### src/rtl/hamming_secded_dec_if.sv
// Bus bundle for the SEC-DED decoder stage: decode request, code word, counter
// clear, and the status/result signals returned to the peripheral.
interface hamming_secded_dec_if #(
   parameter int unsigned CNT_W = 16
);
   logic             start;
   logic [31:0]      code_in;
   logic             cnt_clr;
   logic             busy;
   logic             done;
   logic             res_wr;
   logic [31:0]      res_data;
   logic             err_any;
   logic [CNT_W-1:0] corr_cnt;
   logic [CNT_W-1:0] uncorr_cnt;

   modport master (
      output start, code_in, cnt_clr,
      input  busy, done, res_wr, res_data, err_any, corr_cnt, uncorr_cnt
   );

   modport slave (
      input  start, code_in, cnt_clr,
      output busy, done, res_wr, res_data, err_any, corr_cnt, uncorr_cnt
   );
endinterface

### src/rtl/hamming_secded_dec.sv
// Sequential SEC-DED decoder: four extended Hamming(8,4) codewords, one per
// cycle, then a one-cycle write of the packed result.
// Optional error counters are built only when HAMMING_ERR_CNT_EN is defined.
module hamming_secded_dec #(
   parameter int unsigned CNT_W = 16
) (
   input logic                clk,
   input logic                rst,
   hamming_secded_dec_if.slave bus
);

   typedef enum logic [1:0] {StIdle, StDec, StWrite} state_e;

   state_e      state_q, state_d;
   logic [1:0]  idx_q, idx_d;
   logic [31:0] code_q, code_d;
   logic [23:0] acc_q, acc_d;
   logic [31:0] res_q, res_d;

   logic [7:0]  cw;
   logic [7:0]  fix;
   logic [2:0]  syn;
   logic        ov;
   logic        sgl;
   logic        dbl;
   logic [3:0]  nib;

   // Decode the codeword selected by idx_q from the shadow copy.
   always_comb begin
      cw = 8'h00;
      for (int i = 0; i < 4; i++) begin
         if (idx_q == 2'(i)) cw = code_q[8*i +: 8];
      end
      syn = {cw[3] ^ cw[4] ^ cw[5] ^ cw[6],
             cw[1] ^ cw[2] ^ cw[5] ^ cw[6],
             cw[0] ^ cw[2] ^ cw[4] ^ cw[6]};
      ov  = ^cw;
      sgl = ov;
      dbl = (syn != 3'd0) && !ov;
      fix = cw;
      // Syndrome points at the flipped bit (1-based); zero syndrome means c7.
      if (ov && (syn != 3'd0)) fix[syn - 3'd1] = ~cw[syn - 3'd1];
      nib = {fix[6], fix[5], fix[4], fix[2]};
   end

   // Next-state: latch on start, accumulate per codeword, publish on last one.
   always_comb begin
      state_d = state_q;
      idx_d   = idx_q;
      code_d  = code_q;
      acc_d   = acc_q;
      res_d   = res_q;
      unique case (state_q)
         StIdle: begin
            if (bus.start) begin
               state_d = StDec;
               idx_d   = 2'd0;
               code_d  = bus.code_in;
               acc_d   = 24'h0;
            end
         end
         StDec: begin
            for (int i = 0; i < 4; i++) begin
               if (idx_q == 2'(i)) begin
                  acc_d[4*i +: 4] = nib;
                  acc_d[16 + i]   = sgl;
                  acc_d[20 + i]   = dbl;
               end
            end
            idx_d = idx_q + 2'd1;
            if (idx_q == 2'd3) begin
               state_d = StWrite;
               res_d   = {8'h00, acc_d};
            end
         end
         StWrite: state_d = StIdle;
         default: state_d = StIdle;
      endcase
   end

   // State and datapath registers; reset discards any partial decode.
   always_ff @(posedge clk or posedge rst) begin
      if (rst) begin
         state_q <= StIdle;
         idx_q   <= 2'd0;
         code_q  <= 32'h0;
         acc_q   <= 24'h0;
         res_q   <= 32'h0;
      end else begin
         state_q <= state_d;
         idx_q   <= idx_d;
         code_q  <= code_d;
         acc_q   <= acc_d;
         res_q   <= res_d;
      end
   end

   assign bus.busy     = (state_q != StIdle);
   assign bus.done     = (state_q == StWrite);
   assign bus.res_wr   = (state_q == StWrite);
   assign bus.res_data = res_q;
   assign bus.err_any  = (state_q == StWrite) && (|res_q[23:16]);

`ifdef HAMMING_ERR_CNT_EN
   logic [CNT_W-1:0] corr_q, corr_d;
   logic [CNT_W-1:0] uncorr_q, uncorr_d;

   // Saturating error counters; clear wins over a same-cycle increment.
   always_comb begin
      corr_d   = corr_q;
      uncorr_d = uncorr_q;
      if (bus.cnt_clr) begin
         corr_d   = '0;
         uncorr_d = '0;
      end else if (state_q == StDec) begin
         if (sgl && (corr_q != '1))   corr_d   = corr_q + 1'b1;
         if (dbl && (uncorr_q != '1)) uncorr_d = uncorr_q + 1'b1;
      end
   end

   // Counter registers.
   always_ff @(posedge clk or posedge rst) begin
      if (rst) begin
         corr_q   <= '0;
         uncorr_q <= '0;
      end else begin
         corr_q   <= corr_d;
         uncorr_q <= uncorr_d;
      end
   end

   assign bus.corr_cnt   = corr_q;
   assign bus.uncorr_cnt = uncorr_q;
`else
   logic unused_cnt_clr;
   assign unused_cnt_clr = bus.cnt_clr;
   assign bus.corr_cnt   = {CNT_W{1'b0}};
   assign bus.uncorr_cnt = {CNT_W{1'b0}};
`endif

endmodule

### src/flat_wrapper.sv
// flat-port wrapper written by rule: the top's interface ports become plain ports
module hamming_secded_dec_flat 
#(
   parameter int unsigned CNT_W = 16
)
  (clk, rst, bus_start, bus_code_in, bus_cnt_clr, bus_busy, bus_done, bus_res_wr, bus_res_data, bus_err_any, bus_corr_cnt, bus_uncorr_cnt);
  hamming_secded_dec_if #(.CNT_W(CNT_W)) bus_i ();
  input logic clk;
  input logic rst;
  input wire logic [$bits(bus_i.start)-1:0] bus_start;
  input wire logic [$bits(bus_i.code_in)-1:0] bus_code_in;
  input wire logic [$bits(bus_i.cnt_clr)-1:0] bus_cnt_clr;
  output wire logic [$bits(bus_i.busy)-1:0] bus_busy;
  output wire logic [$bits(bus_i.done)-1:0] bus_done;
  output wire logic [$bits(bus_i.res_wr)-1:0] bus_res_wr;
  output wire logic [$bits(bus_i.res_data)-1:0] bus_res_data;
  output wire logic [$bits(bus_i.err_any)-1:0] bus_err_any;
  output wire logic [$bits(bus_i.corr_cnt)-1:0] bus_corr_cnt;
  output wire logic [$bits(bus_i.uncorr_cnt)-1:0] bus_uncorr_cnt;
  assign bus_i.start = bus_start;
  assign bus_i.code_in = bus_code_in;
  assign bus_i.cnt_clr = bus_cnt_clr;
  assign bus_busy = bus_i.busy;
  assign bus_done = bus_i.done;
  assign bus_res_wr = bus_i.res_wr;
  assign bus_res_data = bus_i.res_data;
  assign bus_err_any = bus_i.err_any;
  assign bus_corr_cnt = bus_i.corr_cnt;
  assign bus_uncorr_cnt = bus_i.uncorr_cnt;
  hamming_secded_dec #(.CNT_W(CNT_W)) u_core (.clk(clk), .rst(rst), .bus(bus_i));
endmodule
### config.mk
export PLATFORM = sky130hd
export DESIGN_NAME = hamming_secded_dec_flat
export DESIGN_NICKNAME = d
export VERILOG_FILES = /design/src/rtl/hamming_secded_dec_if.sv /design/src/rtl/hamming_secded_dec.sv /design/src/flat_wrapper.sv
export SDC_FILE = /design/constraint.sdc
export NUM_CORES = 1
export LEC_CHECK = 0
export ABC_CLOCK_PERIOD_IN_PS = 4400
export CAP_MARGIN = 20
export CORE_ASPECT_RATIO = 0.5
export CORE_MARGIN = 3
export CORE_UTILIZATION = 30
export DETAILED_ROUTE_END_ITERATION = 6
export SLEW_MARGIN = 10
export SYNTH_ARGS = -nofsm -noshare
export SYNTH_HDL_FRONTEND = slang
export SYNTH_SLANG_ARGS = --single-unit
### constraint.sdc
create_clock -name clk -period 4.4 [get_ports clk]
set_clock_uncertainty 0.05 [all_clocks]
set_input_delay 0.66 -clock clk [delete_from_list [all_inputs] [get_ports clk]]
set_output_delay 0.66 -clock clk [all_outputs]
set_load 0.02 [all_outputs]
# ---- After elaboration in Yosys (flattened, before gate mapping)
# Cells that the tools add are included.
dict set report op_classes {
  addsub 2
  mul 0
  div_mod_pow 0
  order_cmp 2
  n_eq_ne 7
  shifts 0
  muxes 29
  bitwise 10
  n_reduce_logical 16
}
# cell count
set ops {}
lappend ops {{24-bit one-hot mux with 2 select lines} 1}
lappend ops {{8-bit 2-to-1 mux} 4}
lappend ops {{24-bit 2-to-1 mux} 1}
lappend ops {{4-bit 2-to-1 mux} 4}
lappend ops {{1-bit 2-to-1 mux} 10}
lappend ops {{1-bit XOR} 9}
lappend ops {{8-bit bitwise mux} 1}
lappend ops {{2-bit one-hot mux with 2 select lines} 2}
lappend ops {{2-bit AND reduction} 4}
lappend ops {{8-bit OR reduction} 1}
lappend ops {{8-bit XOR reduction} 1}
lappend ops {{7-bit 2-to-1 mux} 1}
lappend ops {{2-bit == test (second input constant)} 3}
lappend ops {{2-bit 2-to-1 mux} 3}
lappend ops {{2-bit by 1-bit == test with 1-bit output (second input constant)} 2}
lappend ops {{1-bit logical AND} 4}
lappend ops {{2-bit zero test} 2}
lappend ops {{3-bit by 4-bit < comparator with 1-bit output (second input constant)} 1}
lappend ops {{2-bit nonzero test} 2}
lappend ops {{1-bit binary-select mux with 3-bit select} 1}
lappend ops {{1-bit demux with 3-bit select} 1}
lappend ops {{3-bit by 1-bit greater-or-equal comparator with 1-bit output (second input constant)} 1}
lappend ops {{3-bit nonzero test} 1}
lappend ops {{3-bit by 1-bit subtractor with 3-bit output (second input constant)} 1}
lappend ops {{5 further kinds} 5}
dict set report word_totals {
  reg_bits 84
  latchBits 0
  mem_bits_rw 0
  mem_bits_ro 0
  inputBits 36
  out_inout_bits 68
  word_cells 71
  memories 0
}

# ---- Depth between registers and ports, before layout
dict set report depth {
  depth_word 17
  depth_mapped 13
  mapped_depth_nobuf 12
}

# ---- Worst setup path after synthesis
# Ideal clock, no wire load.
dict set report synth_path {
  path_kind {register -> register}
  from {register u_core.idx_q[0]}
  to {register u_core.acc_q[10]}
  setup_ns 0.140
  arrival_ns 3.193
  required_time_ns 4.210
  setup_slack_ns 1.017
  path_stages_with_launch 12
  path_buffers 1
  period_less_slack_ns 3.383
  path_cell_list {dfrtp_1 > inv_1 > ha_1 > buf_2 > a211oi_1 > a221o_1 > xnor2_1 > o21ai_0 > ha_1 > a2111oi_1 > mux2i_1 > o21ai_0}
}
dict set report synth_between {
  elab_chain_len 17
  elab_cells_between_ends 33
  classes_between {1 x add/sub; 2 x order compare; 3 x eq/ne; 12 x mux; 10 x bitwise; 5 x reduce/logical}
}
# element line_no
set synth_rtl {}
lappend synth_rtl {{from (decl)} hamming_secded_dec.sv:15} ;# logic [1:0] idx_q, idx_d;
lappend synth_rtl {{from (signal assigned)} hamming_secded_dec.sv:91} ;# idx_q <= idx_d;
lappend synth_rtl {{2-bit zero test} hamming_secded_dec.sv:32} ;# if (idx_q == 2'(i)) cw = code_q[8*i +: 8];
lappend synth_rtl {{8-bit 2-to-1 mux (4 in series)} hamming_secded_dec.sv:32}
lappend synth_rtl {{1-bit XOR (on tied branches) (3 in series)} {hamming_secded_dec.sv:36, hamming_secded_dec.sv:34, hamming_secded_dec.sv:35}}
lappend synth_rtl {{3-bit by 1-bit subtractor with 3-bit output} hamming_secded_dec.sv:42} ;# if (ov && (syn != 3'd0)) fix[syn - 3'd1] = ~cw[syn - 3'd1];
lappend synth_rtl {{3-bit by 4-bit < comparator with 1-bit output (not written as such) or 3-bit by 1-bit greater-or-equal comparator with 1-bit output (tied branches)} hamming_secded_dec.sv:42}
lappend synth_rtl {{1-bit logical AND (not written as such)} hamming_secded_dec.sv:42}
lappend synth_rtl {{1-bit 2-to-1 mux (not written as such)} hamming_secded_dec.sv:42}
lappend synth_rtl {{1-bit demux with 3-bit select} --}
lappend synth_rtl {{8-bit bitwise mux} hamming_secded_dec.sv:42}
lappend synth_rtl {{7-bit 2-to-1 mux} hamming_secded_dec.sv:42}
lappend synth_rtl {{4-bit 2-to-1 mux (*)} hamming_secded_dec.sv:64} ;# if (idx_q == 2'(i)) begin
lappend synth_rtl {{24-bit one-hot mux with 2 select lines (*)} hamming_secded_dec.sv:53} ;# unique case (state_q)
lappend synth_rtl {{to (signal assigned)} hamming_secded_dec.sv:87} ;# acc_q <= 24'h0;
lappend synth_rtl {{to (signal assigned)} hamming_secded_dec.sv:93} ;# acc_q <= acc_d;
lappend synth_rtl {{to (decl)} hamming_secded_dec.sv:17} ;# logic [23:0] acc_q, acc_d;
# Every way passes the cells marked *; elsewhere a longest branch is shown, timed or not. The select of a mux whose other input is x is not followed.
# A chain may end at the register's enable or synchronous reset.

# ---- Worst setup path in the final report
dict set report layout_path {
  from {register u_core.idx_q[1]}
  to {register u_core.res_q[6] (netlist: u_core.bus.res_data[6])}
}
dict set report layout_between {
  elab_chain_len 16
  elab_cells_between_ends 33
  classes_between {1 x add/sub; 2 x order compare; 3 x eq/ne; 11 x mux; 10 x bitwise; 6 x reduce/logical}
}
# element line_no
set layout_rtl {}
lappend layout_rtl {{2-bit zero test} hamming_secded_dec.sv:32}
lappend layout_rtl {{8-bit 2-to-1 mux (4 in series)} hamming_secded_dec.sv:32}
lappend layout_rtl {{1-bit XOR (on tied branches) (3 in series)} {hamming_secded_dec.sv:36, hamming_secded_dec.sv:34, hamming_secded_dec.sv:35}}
lappend layout_rtl {{3-bit by 1-bit subtractor with 3-bit output} hamming_secded_dec.sv:42}
lappend layout_rtl {{3-bit by 4-bit < comparator with 1-bit output (not written as such) or 3-bit by 1-bit greater-or-equal comparator with 1-bit output (tied branches)} hamming_secded_dec.sv:42}
lappend layout_rtl {{1-bit logical AND (not written as such)} hamming_secded_dec.sv:42}
lappend layout_rtl {{1-bit 2-to-1 mux (not written as such)} hamming_secded_dec.sv:42}
lappend layout_rtl {{1-bit demux with 3-bit select} --}
lappend layout_rtl {{8-bit bitwise mux} hamming_secded_dec.sv:42}
lappend layout_rtl {{7-bit 2-to-1 mux} hamming_secded_dec.sv:42}
lappend layout_rtl {{4-bit 2-to-1 mux} hamming_secded_dec.sv:64}
lappend layout_rtl {{to (signal assigned)} hamming_secded_dec.sv:94} ;# res_q <= res_d;
lappend layout_rtl {{to (decl)} hamming_secded_dec.sv:18} ;# logic [31:0] res_q, res_d;
# Parallel ways exist; a longest one is shown, timed or not. The select of a mux whose other input is x is not followed.

==> impl_metrics.yaml <==
outcome:
  status: "completed"
synthesis:
  synth_cells: 410
  synthFlopType: "dfrtp_1"
  synth_area_leaders: "dfrtp_1, mux2_2, buf_4"
  synth_top_area_cell: "dfrtp_1"
  ys_async_sr_fraction: 1.00
  synth-edff-count: 0
  yosysWarnings: 0
  syn_area_um2: 4310
  synth-seq-cells: 78
  synth_cell_types: 53
  netlist.area_leader.share: 0.453
  avgSynthCellArea_um2: 10.5
  synth-seq-area-share: 0.453
placement:
  gp_congestion: 0.797
  placed_cells: 653
  io_buffers: 62
  hpwl_um: 6620
floorplanning:
  die_x_um: 176
  die_h_um: 90.8
  core_um2: 13800
  ios: 104
  placement_rows: 30
  initial_core_util: 0.312
  die-area_um2: 15900
routing:
  drt_first_pass_iters: 4
  antenna_left: 0
  drt-wirelength-per-cell_um: 13.7
  drt_iter0_markers: 138
  drc: 0
  routed_via_density: 4.54
  num_vias: 3039
  routed_wl_um: 9160
sta:
  post-route-min-period_ns: 4.04
  period_share: 0.918
  rsz0062_at_grt: "no"
  slew_headroom: 0.466
  max_freq_mhz: 248
  slew_viol_final: 0
  hold_viol: 0
  final-setup-viol-count: 0
  tightest_slew_ns: 0.800
  setup-tns-final_ns: 0
setup_path:
  crit_arrival_ns: 4.20
  crit_path_start_kind: "flip-flop"
  cp_top_family: "compound AO/OA/AOI/OAI gates"
  end_kind: "flip-flop"
  path_cells: "inv_1, ha_1, buf_4, nand3b_1, a221o_1, xnor2_1, o21ai_0, ha_1, a2111oi_1, mux2i_1, buf_4, a31oi_1"
  worstPathRequired_ns: 4.57
  crit_type: "flip-flop to flip-flop"
  crit_fanout: 18
  path_buf_inv: 3
  crit_path_max_incr_delay_ns: 0.55
  slowest_stage: "xnor2_1"
global_route:
  grt_pass1_wl_um: 15100
  overflow: 0
  grt_usage: 0.118
  antenna_found_initial: 0
  grt_pass1_vias: 2884
  grt_max_degree: 41
clock_network:
  cts_made_buffers: 9
  cts-resized-gates: 0
  cts-root-buf: "clkbuf_16"
  path_clk_slew_ns: 0.07
  tritoncts: "done"
  cts_max_level: 3
  hold_buffers: 0
  cts_num_sinks: 78
  cts_setup_buffers: 0
  cts.path.max_buffers: 2
  clk_latency_ns: 0.34
cells_and_area:
  drive_above_1_share: 0.168
  layout_common_cells: "dfrtp_1, clkdlybuf4s50_1, conb_1, nand2_1, o21ai_0"
  fin_util: 0.387
  n_fill_cell: 1363
  layout.cells.non_filler: 669
  fin_nets: 513
  syn_to_final_growth_pct: 23.9
  diodes: 0
  mostFrequentLayoutCell: "dfrtp_1"
flow_run:
  cap_violations: 0
worst_hold_path:
  hold_path.class: "flip-flop to flip-flop"
through the flow:
stage	instance area [um2]	setup slack (ns)	hold slack, ns
after floorplan	4460	1.02	0.392
after global placement	5020	0.439	0.407
after detailed placement	5020	0.403	0.415
after CTS	5340	0.374	0.430
after global routing	5340	0.119	0.448
final	5340	0.361	0.423
layout make-up:
type / instances / area (um2) / area share
clock buffer: 10 / 229 / 0.0429
clock inverter: 6 / 93.8 / 0.0176
inverter: 9 / 33.8 / 0.00632
multi-input combinational: 296 / 2050 / 0.384
sequential: 78 / 1950 / 0.365
tap: 192 / 240 / 0.0450
timing repair buffer: 78 / 741 / 0.139
synthesized netlist by cell type (5+ instances only):
library cell,n
a211oi_1,7
a21oi_1,13
a31oi_1,11
and2_0,6
and3_1,5
buf_4,41
clkbuf_1,19
dfrtp_1,78
ha_1,5
inv_1,9
mux2_2,30
mux2i_1,7
nand2_1,38
nand2b_1,5
nand3b_1,10
nor2_1,10
nor2b_1,7
nor3b_1,14
o21ai_0,32
xnor2_1,8
xor2_1,5
state kept, by name, indices dropped and copies added (netlist names):
signal               flops
u_core.code_q           32
u_core.idx_q             2
u_core.bus.res_data     24
u_core.acc_q            18
u_core.state_q           2
cells by family after synthesis:
kind of cell	Yosys count	share of synthesized area
other	1	0.000870
xor gates and xnor gates	14	0.0302
muxes	37	0.0946
buffers and inverters	75	0.107
DFF	78	0.453
and+or+nand+nor	110	0.143
adders and majority gates	5	0.0145
AOI/OAI and AO/OA	90	0.157
worst reg2reg max path, cell delays in order (launching register included):
cell and delay [ns]:
dfrtp_1 0.38, inv_1 0.08, ha_1 0.39, buf_4 0.30
nand3b_1 0.20, a221o_1 0.41, xnor2_1 0.55, o21ai_0 0.21
ha_1 0.39, a2111oi_1 0.45, mux2i_1 0.23, buf_4 0.18
a31oi_1 0.10
layer usage:
layer	GRT usage	part of all wire
met4	0.0296	0.011
met1	0.164	0.50
met5	0	0
met3	0.0302	0.044
met2	0.184	0.45
worst paths after layout:
| path | from | end | slack [ns] | cells after the start |
|---|---|---|---|---|
| worst max-delay path | u_core.idx_q[1]$_DFFE_PP0P_ | u_core.bus.res_data[6]$_DFFE_PP0P_ | 0.36 | 12 |
| worst min-delay path | u_core.acc_q[2]$_DFFE_PP0P_ | u_core.acc_q[2]$_DFFE_PP0P_ | 0.42 | 2 |
| worst max register to register | u_core.idx_q[1]$_DFFE_PP0P_ | u_core.bus.res_data[6]$_DFFE_PP0P_ | 0.36 | 12 |
| worst min register to register | u_core.acc_q[2]$_DFFE_PP0P_ | u_core.acc_q[2]$_DFFE_PP0P_ | 0.42 | 2 |
| max in group asynchronous | rst | u_core.code_q[22]$_DFFE_PP0P_ | 2.60 | 3 |
| min in group asynchronous | rst | u_core.bus.res_data[17]$_DFFE_PP0P_ | 0.74 | 2 |
Power is left out: the tool's default activity adds up to more than one toggle a clock period on the data nets, which glitch-free logic cannot reach.
==> edit 1 (config.mk and constraints unchanged) <==
`CNT_W` is set to 16 in 3 places; all go to 32.
--- a/src/rtl/hamming_secded_dec_if.sv
+++ b/src/rtl/hamming_secded_dec_if.sv
@@ -2,5 +2,5 @@
 // clear, and the status/result signals returned to the peripheral.
 interface hamming_secded_dec_if #(
-   parameter int unsigned CNT_W = 16
+   parameter int unsigned CNT_W = 32
 );
    logic             start;
--- a/src/rtl/hamming_secded_dec.sv
+++ b/src/rtl/hamming_secded_dec.sv
@@ -3,5 +3,5 @@
 // Optional error counters are built only when HAMMING_ERR_CNT_EN is defined.
 module hamming_secded_dec #(
-   parameter int unsigned CNT_W = 16
+   parameter int unsigned CNT_W = 32
 ) (
    input logic                clk,
--- a/src/flat_wrapper.sv
+++ b/src/flat_wrapper.sv
@@ -2,5 +2,5 @@
 module hamming_secded_dec_flat 
 #(
-   parameter int unsigned CNT_W = 16
+   parameter int unsigned CNT_W = 32
 )
   (clk, rst, bus_start, bus_code_in, bus_cnt_clr, bus_busy, bus_done, bus_res_wr, bus_res_data, bus_err_any, bus_corr_cnt, bus_uncorr_cnt);
Interface: changed (resized bus_corr_cnt and bus_uncorr_cnt); port bits go from 104 to 136. No check against the original RTL was run, so the function may have changed too.
==> edit 1 against the unedited design <==
- utilization is 1.5 points lower
- routed wire length is 3.8% higher
- non-clock buffer count is 1 lower
- design area is 2.1% higher
- final cell count is 5.5% higher
- critical endpoint is now u_core.bus.res_data[10]
- setup slack better by 0.13 ns
- die area is 5.3% higher
- area after synthesis is 5.6% higher
- sequential cell count stayed put
Power is left out: the tool's default activity adds up to more than one toggle a clock period on the data nets, which glitch-free logic cannot reach.
==> edit 1: results (changes against the unedited design) <==
worst slack at placement = 0.338 ns (-0.0647 ns)
Iter 0 DRT Violations = 126 (-8.7%)
drt first pass iters = 4 (unchanged)
layout net count = 544 (+6.0%)
maximum fanout along the worst path = 17 (-1)
slew of the pin with the lowest slew margin = 0.797 ns (-0.00283 ns)
CP max stage cell = ha_1
Synth area leaders = dfrtp_1 43%, buf_4 12%, mux2_2 7.4%, o21ai_0 3.5%, nand2_1 3.1%
Filler Cell Count = 1487 (+9.1%)
Synth top cells by count = 78 x dfrtp_1, 73 x buf_4, 38 x nand2_1, 32 x o21ai_0, 30 x mux2_2
Max stage delay on crit path = 0.58 ns (+0.03 ns)
Clock buf/inv share = 5.32% (-0.72 points)
pin count of the biggest net entering global routing = 38 (-7.3%)
GPL Wtd Cong = 0.736 (-7.6%)
drt wl/cell = 13.5 um (-1.7%)
proportion of cell area occupied by registers = 35.8% (-0.74 points)
via count = 3126 (+2.9%)
clkbuf count = 10 (unchanged)
Reg2Reg Depth = 12 (unchanged)
Signal buf overhead = 13.8% (-0.051 points)
multi-input gate share of total cell area = 39.9% (+1.5 points)
H-tree levels = 3 (unchanged)
GRT Resource Usage Total = 11.9% (+0.063 points)
top_reg_cell synth = dfrtp_1
Logic inverters = 9 (unchanged)
Final HPWL DP = 6930 um (+4.6%)
delay-heaviest family, CP = compound AO/OA/AOI/OAI gates
share of cells above drive strength 1 = 15.7% (-1.0 points)
setup ws final = 0.491 ns (+0.130 ns)
setup bufs post-CTS = 0 (unchanged)
max reg flops = 32 (unchanged)
Yosys cell types = 53 (unchanged)
status = finished clean
residual DRC count = 0 (unchanged)
number of non-clock buffers = 77 (-1.3%)
sequential area share after synthesis = 42.9% (-2.4 points)
clock latency on the worst-skew pair = 0.33 ns
Arrival @ worst endpoint = 4.07 ns (-0.13 ns)
comb_multi_in = 328 (+11%)
first-pass GRT wire length = 16000 um (+5.9%)
Synth Register Bits = 78 (unchanged)
-- edit 1: metal layers --
| metal | global-route usage (%) | vias up | wire (um) | share of wire (%) |
|---|---|---|---|---|
| met4 | 3.96 | 0 | 123 | 1.3 |
| met5 | 0 | - | 0 | 0 |
| met2 | 19.6 | 94 | 4430 | 47 |
| met3 | 2.60 | 9 | 443 | 4.7 |
| li1 | - | 1517 | - | - |
| met1 | 15.6 | 1506 | 4510 | 47 |
-- edit 1: worst paths after layout --
check                                 from                 endpoint  slack (ns)
setup / recovery           u_core.idx_q[0]  u_core.bus.res_data[10]        0.49
hold / removal             u_core.acc_q[2]          u_core.acc_q[2]        0.42
setup reg to reg           u_core.idx_q[0]  u_core.bus.res_data[10]        0.49
hold reg to reg            u_core.acc_q[2]          u_core.acc_q[2]        0.42
max in group asynchronous              rst        u_core.code_q[12]        2.85
min in group asynchronous              rst  u_core.bus.res_data[19]        0.72
-- edit 1: cell families (layout without fill, tap and decap cells) --
family                     after synthesis  in the layout  synth area share, %
and+or+nand+nor                        110            110                 13.6
buffers and inverters                  107            102                 15.4
AOI/OAI and AO/OA                       90             90                 14.8
DFF                                     78             78                 42.9
muxes                                   37             37                 8.96
xor gates and xnor gates                14             14                 2.86
adders and majority gates                5              5                 1.37
other                                    1             72               0.0824
-- edit 1: through the flow --
stage                     cells  area (um2)  util, %
final                       706        5450     37.2
after global routing        706        5450     37.2
after CTS                   706        5440     37.1
after detailed placement    690        5150     35.2
after global placement      689        5130     35.0
after floorplan             513        4820        -
-- edit 1: repair_timing --
action | 4_1_cts | 5_1_grt
endpoints found under the hold margin | 0 | 0
setup endpoints to repair | 0 | 4
resized for setup | 0 | 1
==> edit 2 (config.mk and constraints unchanged) <==
Without the edit above. Register the output `bus.err_any`, without a reset; this adds one clock of latency there.
--- a/src/rtl/hamming_secded_dec.sv
+++ b/src/rtl/hamming_secded_dec.sv
@@ -100,5 +100,7 @@
    assign bus.res_wr   = (state_q == StWrite);
    assign bus.res_data = res_q;
-   assign bus.err_any  = (state_q == StWrite) && (|res_q[23:16]);
+   always_ff @(posedge clk) begin
+      bus.err_any <= (state_q == StWrite) && (|res_q[23:16]);
+   end
 
 `ifdef HAMMING_ERR_CNT_EN
Formal check against the unedited RTL: not equivalent (Yosys sat finds a counterexample within 10 cycles, from zero or initial values and one cycle with rst high).
==> edit 2 against the unedited design <==
- hold slack improved by 0.0031 ns
- sequential cell count rose by 1
- fmax rose by 2.3%
- routed wire length rose by 3.3%
- synthesized cell count rose by 0.24%
- setup slack improved by 0.090 ns
- design area fell by 0.37%
- sequential share of layout area rose by 0.51 points
- utilization fell by 0.14 points
- global-route usage rose by 0.53 points
- area after synthesis rose by 0.46%
Power is not shown: default switching activity piles up to over one toggle a cycle in this logic, so the estimate is an artifact.
==> edit 2: results (changes against the unedited design) <==
status = finished clean
max_cap viols = 0 (unchanged)
Post-Synth XOR/XNOR Area = 3.00% (-0.014 points)
Reg2Reg Depth = 11 (-1)
routing usage on met3 = 2.88% (-0.14 points)
WL met1 = 4590 um (+0.99%)
worst flop-to-flop path endpoint = u_core.bus.res_data[10]
GRT Resource Usage Total = 12.3% (+0.53 points)
area share of fa/ha/maj cells after synthesis = 1.44% (-0.0067 points)
Max stage delay on crit path = 0.57 ns (+0.02 ns)
vias in the first global route = 3073 (+6.6%)
met3 routed WL = 349 um (-13%)
Yosys cell types = 54 (+1.9%)
share of cells above drive strength 1 = 16.4% (-0.38 points)
Filler Cell Count = 1391 (+2.1%)
worst slack at placement = 0.524 ns (+0.121 ns)
maximum fanout along the worst path = 15 (-3)
met2 usage = 19.8% (+1.4 points)
syn_area_per_cell = 10.5 um2 (+0.22%)
met1 usage = 16.4% (+0.026 points)
metal2 WL = 4380 um (+6.4%)
mux cell area share after synthesis = 9.42% (-0.044 points)
Layout Cells excl Fill = 668 (-0.15%)
Synth async-reset ratio = 98.7% (-1.3 points)
Iter 0 DRT Violations = 149 (+8.0%)
class of the worst hold path = flip-flop to flip-flop
R2R setup slack = 0.45 ns (+0.09 ns)
first-pass GRT wire length = 15700 um (+4.4%)
Placed Cells = 652 (-0.15%)
WHS Endpoint = u_core.acc_q[3]
compound-cell area share of the yosys netlist = 15.6% (-0.072 points)
wirelength, routed = 9460 um (+3.3%)
vias per cell = 4.58 (+0.91%)
layout net count = 512 (-0.19%)
area post-placement = 5040 um2 (+0.35%)
-- edit 2: changes by cell type in the layout (fill, tap and decap cells not counted), moves of 2 or more --
cell       before  now
clkinv_4        2    0
clkbuf_8        0    2
buf_4          16   13
bufinv_16       2    0
-- edit 2: final cells by class --
cell class              instances  area [um2]  area share, %
clock inverters                 4        28.8          0.541
repair buffers                 76         738           13.9
inverters                       9        33.8          0.635
clock buffers                  12         256           4.82
multi-input cells             296        2050           38.6
well taps                     192         240           4.51
flip-flops and latches         79        1970           37.1
-- edit 2: worst max-delay path by stage --
stage	end	depth (start not counted)	slack (ns)	start
2_1_floorplan	u_core.acc_q[10]	11	1.02	u_core.idx_q[0]
3_3_place_gp	u_core.bus.res_data[10]	11	0.59	u_core.idx_q[1]
3_5_place_dp	u_core.bus.res_data[10]	11	0.52	u_core.idx_q[1]
4_1_cts	u_core.bus.res_data[10]	11	0.50	u_core.idx_q[1]
5_1_grt	u_core.acc_q[10]	11	0.16	u_core.idx_q[1]
6_report	u_core.bus.res_data[10]	11	0.45	u_core.idx_q[1]
-- edit 2: stage by stage --
step | hold WS, ns | util [%]
6_report | 0.426 | 38.5
5_1_grt | 0.462 | 38.5
4_1_cts | 0.428 | 38.5
3_5_place_dp | 0.415 | 36.5
3_3_place_gp | 0.408 | 36.5
2_1_floorplan | 0.392 | -
-- edit 2: kinds of logic (layout without fill, tap and decap cells) --
logic type	Yosys count	in the layout
AND/OR/NAND/NOR	110	110
AO/OA/AOI/OAI	90	90
flip-flops	79	79
buffers and inverters	75	101
multiplexers	37	37
XOR/XNOR	14	14
adder cells (fa/ha/maj)	5	5
other	1	40
